File: src/rtl/mult_error_monitor.sv
// mult_error_monitor
// Scoring stage for a candidate multiplier. Operand pairs are accepted on a
// valid/ready handshake, the exact product is computed here and carried through
// a delay line matching the candidate's latency, and the candidate's output is
// scored against it. The run statistics (samples, errors, max and summed
// absolute error) form the reward read by the exploration agent.

module mult_error_monitor #(
  parameter int WIDTH       = 8,
  parameter int LAT         = 0,
  parameter int NUM_SAMPLES = 20,
  parameter int CNT_W       = 16,
  parameter int SUM_W       = 32
) (
  input  logic                 clk,
  input  logic                 rst,
  input  logic                 start,
  input  logic                 in_valid,
  output logic                 in_ready,
  input  logic [WIDTH-1:0]     a,
  input  logic [WIDTH-1:0]     b,
  input  logic [2*WIDTH-1:0]   p_dut,
  output logic                 busy,
  output logic                 done,
  output logic [CNT_W-1:0]     sample_count,
  output logic [CNT_W-1:0]     err_count,
  output logic [2*WIDTH-1:0]   max_err,
  output logic [SUM_W-1:0]     sum_abs_err
);

  localparam int PW    = 2 * WIDTH;
  localparam int ACC_W = (NUM_SAMPLES > 1) ? $clog2(NUM_SAMPLES) : 1;
  localparam logic [ACC_W-1:0] LAST_ACC = ACC_W'(NUM_SAMPLES - 1);

  localparam logic [1:0] S_IDLE  = 2'd0;
  localparam logic [1:0] S_RUN   = 2'd1;
  localparam logic [1:0] S_DRAIN = 2'd2;
  localparam logic [1:0] S_DONE  = 2'd3;

  logic [1:0]       state_q, state_d;
  logic [ACC_W-1:0] acc_q, acc_d;
  logic             clear_stats;

  logic             accept;
  logic [PW-1:0]    exp_prod;

  logic             cmp_valid;
  logic [PW-1:0]    cmp_exp;
  logic             pending;

  logic [CNT_W-1:0] sample_count_q, sample_count_d;
  logic [CNT_W-1:0] err_count_q, err_count_d;
  logic [PW-1:0]    max_err_q, max_err_d;
  logic [SUM_W-1:0] sum_abs_err_q, sum_abs_err_d;

  logic [PW-1:0]    diff;
  logic [SUM_W:0]   sum_ext;

  assign accept   = in_valid & (state_q == S_RUN);
  assign exp_prod = PW'(a) * PW'(b);

  // Delay line carrying {valid, exact product} so the reference lines up
  // with the candidate's output. pending is true while entries other than the
  // one being scored this cycle are still in flight.
  generate
    if (LAT == 0) begin : g_comb
      assign cmp_valid = accept;
      assign cmp_exp   = exp_prod;
      assign pending   = 1'b0;
    end else begin : g_pipe
      logic [LAT-1:0] pipe_valid_q, pipe_valid_d;
      logic [PW-1:0]  pipe_prod_q [LAT];
      logic [PW-1:0]  pipe_prod_d [LAT];

      // Shift every cycle; a bubble enters stage 0 when nothing is accepted.
      always_comb begin
        pipe_valid_d[0] = accept;
        pipe_prod_d[0]  = exp_prod;
        for (int i = 1; i < LAT; i++) begin
          pipe_valid_d[i] = pipe_valid_q[i-1];
          pipe_prod_d[i]  = pipe_prod_q[i-1];
        end
      end

      // Delay line registers; reset empties the line.
      always_ff @(posedge clk or posedge rst) begin
        if (rst) begin
          pipe_valid_q <= '0;
          for (int i = 0; i < LAT; i++) begin
            pipe_prod_q[i] <= '0;
          end
        end else begin
          pipe_valid_q <= pipe_valid_d;
          for (int i = 0; i < LAT; i++) begin
            pipe_prod_q[i] <= pipe_prod_d[i];
          end
        end
      end

      assign cmp_valid = pipe_valid_q[LAT-1];
      assign cmp_exp   = pipe_prod_q[LAT-1];

      if (LAT > 1) begin : g_pend
        assign pending = |pipe_valid_q[LAT-2:0];
      end else begin : g_nopend
        assign pending = 1'b0;
      end
    end
  endgenerate

  // Run control: counts accepts in RUN, waits in DRAIN until the final entry
  // is being scored, and holds results in DONE until the next start.
  always_comb begin
    state_d     = state_q;
    acc_d       = acc_q;
    clear_stats = 1'b0;
    case (state_q)
      S_IDLE: begin
        if (start) begin
          state_d     = S_RUN;
          acc_d       = '0;
          clear_stats = 1'b1;
        end
      end
      S_RUN: begin
        if (accept) begin
          if (acc_q == LAST_ACC) begin
            state_d = S_DRAIN;
            acc_d   = '0;
          end else begin
            acc_d = acc_q + ACC_W'(1);
          end
        end
      end
      S_DRAIN: begin
        if (!pending) begin
          state_d = S_DONE;
        end
      end
      S_DONE: begin
        if (start) begin
          state_d     = S_RUN;
          acc_d       = '0;
          clear_stats = 1'b1;
        end
      end
      default: begin
        state_d = S_IDLE;
        acc_d   = '0;
      end
    endcase
  end

  // FSM and accept counter registers.
  always_ff @(posedge clk or posedge rst) begin
    if (rst) begin
      state_q <= S_IDLE;
      acc_q   <= '0;
    end else begin
      state_q <= state_d;
      acc_q   <= acc_d;
    end
  end

  // Absolute error as larger minus smaller, and a one-bit-wider sum so the
  // carry out signals saturation.
  always_comb begin
    diff    = (p_dut >= cmp_exp) ? (p_dut - cmp_exp) : (cmp_exp - p_dut);
    sum_ext = {1'b0, sum_abs_err_q} + (SUM_W+1)'(diff);
  end

  // Statistics update: cleared on a run start, updated once per scored
  // sample, every counter saturating at all-ones.
  always_comb begin
    sample_count_d = sample_count_q;
    err_count_d    = err_count_q;
    max_err_d      = max_err_q;
    sum_abs_err_d  = sum_abs_err_q;
    if (clear_stats) begin
      sample_count_d = '0;
      err_count_d    = '0;
      max_err_d      = '0;
      sum_abs_err_d  = '0;
    end else if (cmp_valid) begin
      if (!(&sample_count_q)) begin
        sample_count_d = sample_count_q + CNT_W'(1);
      end
      if ((diff != '0) && !(&err_count_q)) begin
        err_count_d = err_count_q + CNT_W'(1);
      end
      if (diff > max_err_q) begin
        max_err_d = diff;
      end
      if (sum_ext[SUM_W]) begin
        sum_abs_err_d = '1;
      end else begin
        sum_abs_err_d = sum_ext[SUM_W-1:0];
      end
    end
  end

  // Statistics registers.
  always_ff @(posedge clk or posedge rst) begin
    if (rst) begin
      sample_count_q <= '0;
      err_count_q    <= '0;
      max_err_q      <= '0;
      sum_abs_err_q  <= '0;
    end else begin
      sample_count_q <= sample_count_d;
      err_count_q    <= err_count_d;
      max_err_q      <= max_err_d;
      sum_abs_err_q  <= sum_abs_err_d;
    end
  end

  assign in_ready     = (state_q == S_RUN);
  assign busy         = (state_q == S_RUN) || (state_q == S_DRAIN);
  assign done         = (state_q == S_DONE);
  assign sample_count = sample_count_q;
  assign err_count    = err_count_q;
  assign max_err      = max_err_q;
  assign sum_abs_err  = sum_abs_err_q;

endmodule
File: config.mk
export PLATFORM = sky130hd
export DESIGN_NAME = mult_error_monitor
export DESIGN_NICKNAME = d
export VERILOG_FILES = /design/src/rtl/mult_error_monitor.sv
export SDC_FILE = /design/constraint.sdc
export NUM_CORES = 1
export LEC_CHECK = 0
export BUFFER_PORTS_ARGS = -buffer_cell sky130_fd_sc_hd__buf_4
export CAP_MARGIN = 5
export CORE_UTILIZATION = 50
export CTS_CLUSTER_DIAMETER = 30
export DETAILED_ROUTE_END_ITERATION = 8
export PLACE_DENSITY = 0.73
export SETUP_SLACK_MARGIN = 0.5
export SLEW_MARGIN = 10
export SYNTH_ARGS = -nofsm -noshare
export SYNTH_HDL_FRONTEND = slang
export SYNTH_SLANG_ARGS = --single-unit
File: constraint.sdc
create_clock -name clk -period 3.2 [get_ports clk]
set_clock_uncertainty 0.15 [all_clocks]
set_input_delay 0.32 -clock clk [delete_from_list [all_inputs] [get_ports clk]]
set_output_delay 0.32 -clock clk [all_outputs]
set_load 0.005 [all_outputs]
==> impl_metrics.env <==
export IMPL_syn_area_per_cell_um2=8.583
export IMPL_synth_largest_area_cell="dfrtp_1"
export IMPL_worstHoldPathType="in -> async"
export IMPL_critPathCaptureType="register"
export IMPL_grt_max_degree=60
export IMPL_rsz0062_at_grt="true"
export IMPL_arrival_ns=8.01
export IMPL_clk_pin_slew_ns=0.08
export IMPL_slew_headroom=0.3720
export IMPL_synth_nets=1243
export IMPL_max_freq_mhz=127.1
export IMPL_critPathKind="in -> reg"
export IMPL_fp_dieW_um=137.1
export IMPL_synth_edf_count=0
export IMPL_async_flop_share=1.000
export IMPL_period_minus_slack_ns=7.870
export IMPL_grt_first_pass_wirelength_um=44470
export IMPL_synthTopCellsByArea="dfrtp_1, ha_1, fa_1"
export IMPL_synth_cell_types=71
export IMPL_cp_slowest_cell="fa_1"
export IMPL_drt_first_pass_iters=5
export IMPL_synth_most_common_cell="inv_1"
export IMPL_use_met2=0.5056
export IMPL_max_stage_delay_ns=0.54
export IMPL_avgViaCountPerCell=5.934
export IMPL_use_met3=0.03481
export IMPL_overflow=0
export IMPL_setup_viol=64
export IMPL_io_buffers=118
export IMPL_cts_sinks=87
export IMPL_critPathRequiredTime_ns=3.34
export IMPL_core_um2=17900
export IMPL_finalNonFillerCells=1657
export IMPL_hold_buffers=0
export IMPL_violations="negative setup slack"
export IMPL_syn2layout_area_growth_pct=52.96
export IMPL_initial_core_util=0.5096
export IMPL_hold_ws_ns=0.001956
export IMPL_synth_cells=1063
export IMPL_dieArea_um2=18790
export IMPL_wirelength_um=31420
export IMPL_ys_ff_latch=87
export IMPL_cts_buffers=9
export IMPL_synthTopCellsByCount="inv_1, ha_1, dfrtp_1"
export IMPL_clk_latency_ns=0.36
export IMPL_crit_buf_inv=6
export IMPL_syn_area_um2=9124
export IMPL_ys_warn_count=0
export IMPL_htreeDepth=3
export IMPL_gp_congestion=0.8690
export IMPL_drive_above_1_share=0.4223
export IMPL_drv_slew=0
export IMPL_cts_root_buf="clkbuf_16"
export IMPL_tightest_slew_ns=0.9400
export IMPL_busiest_layer="met2"
export IMPL_grt_pass1_vias=9161
export IMPL_antenna_cells=0
export IMPL_grt_antenna_before_repair=0
export IMPL_die_h_um=137.1
export IMPL_yosysSeqAreaShare=0.2386
export IMPL_placement_rows=49
export IMPL_cap_viol_max_count=0
export IMPL_hold_violations=0
export IMPL_status="finished, violations left"
export IMPL_dr_total_vias=9832
export IMPL_fin_nets=1603
export IMPL_grtUsageTotal=0.2991
export IMPL_drc_errors=0
export IMPL_setup_ws_ns=-4.670
export IMPL_cp_start_kind="input pin"
export IMPL_cts_tree="built"
export IMPL_synthFlopType="dfrtp_1"
export IMPL_ant_nets=0
export IMPL_cts_path_max_buffers=2
export IMPL_synth_top_cell_area_share=0.2386
export IMPL_dpl_cell_count=1582
export IMPL_fin_crit_sh=2.459
export IMPL_drt_iter0_markers=584
export IMPL_cp_max_fo=7
export IMPL_crit_family="compound AO/OA/AOI/OAI gates"
export IMPL_io_pins=119
export IMPL_wire_per_inst_um=18.96
export IMPL_use_met1=0.3955
export IMPL_dp_hpwl_um=19360
[sequential cells by signal, summed over array words and instances, names as in the netlist]
signal and count:
acc_q 5, err_count 16, max_err 16, sample_count 16, state_q 2, sum_abs_err 32
[metrics by stage]
step           worst slack (ns)    util  setup TNS, ns  area (um2)
6_report                 -4.670  0.7796        -289.98       13960
2_1_floorplan            -4.487       -        -270.54        9415
3_5_place_dp             -5.060  0.6680        -304.77       11960
5_1_grt                  -4.926  0.7796        -307.52       13960
3_3_place_gp             -4.900  0.6680        -294.94       11960
4_1_cts                  -4.376  0.7346        -269.66       13150
[timing repair]
item,CTS,global route
pin swaps,66,71
gates resized for setup,97,116
gates cloned,5,1
endpoints found under the setup margin,65,65
buffers inserted,26,27
[metal layers]
layer / wire length [um] / vias to the layer above / share of wire
met5: 0 / - / 0
met1: 12560 / 4788 / 0.40
met2: 15560 / 480 / 0.50
met3: 1875 / 127 / 0.060
met4: 1419 / 0 / 0.045
li1: - / 4437 / -
[cell families after synthesis]
family / Yosys count / share of synthesized area
AO/OA/AOI/OAI: 261 / 0.1897
XOR/XNOR: 58 / 0.05568
adder cells (fa/ha/maj): 144 / 0.2296
buffers and inverters: 150 / 0.06651
flip-flops: 87 / 0.2386
multiplexers: 23 / 0.02523
AND/OR/NAND/NOR: 340 / 0.1947
[cell type report]
type                            count  area (um2)
Fill cell                        1088        3946
Clock buffer                        9       225.2
Inverter                          116       441.7
Tap cell                          229       286.5
Timing Repair Buffer              382        3191
Clock inverter                      7       126.4
Sequential cell                    87        2181
Multi-Input combinational cell    827        7505
[final timing paths]
| kind | start | to | slack (ns) | cells after the start |
|---|---|---|---|---|
| worst max-delay path | b[4] | sum_abs_err[17] | -4.67 | 35 |
| worst min-delay path | rst | sum_abs_err[28] | 0.002 | 2 |
| worst max register to register | sum_abs_err[0] | sum_abs_err[9] | 0.06 | 13 |
| worst min register to register | acc_q[4] | acc_q[4] | 0.34 | 1 |
| max in group asynchronous | rst | sample_count[9] | 2.12 | 3 |
| min in group clk | in_valid | state_q[1] | 0.19 | 3 |
[worst register-to-register path, cell delays in order, from the launching register on]
cell	delay, ns
dfrtp_1	0.38
ha_1	0.18
inv_1	0.06
fa_2	0.34
nor2b_1	0.16
o21ai_2	0.10
a21oi_2	0.21
o31ai_4	0.10
a21oi_2	0.20
a211oi_2	0.13
buf_4	0.18
or4_4	0.49
clkbuf_16	0.21
a31oi_1	0.17
[cells in the final DEF, fill, tap and decap left out, types with 13 or more instances in the layout]
cell | synthesis | final
buf_4 | 3 | 341
inv_1 | 116 | 105
dfrtp_1 | 87 | 84
ha_1 | 105 | 82
nor2_1 | 83 | 70
and2_1 | 60 | 54
nand2_1 | 61 | 53
o21ai_0 | 54 | 45
a21oi_1 | 68 | 41
fa_1 | 39 | 34
a21oi_2 | 5 | 29
xor2_1 | 31 | 28
xnor2_1 | 27 | 24
buf_6 | 2 | 24
nand3_1 | 23 | 20
ha_4 | 0 | 20
a21o_1 | 20 | 19
mux2i_1 | 23 | 18
and3_1 | 21 | 15
a31oi_1 | 23 | 14
nand4_1 | 13 | 13
Power is not shown: default switching activity piles up to over one toggle a cycle in this logic, so the estimate is an artifact.
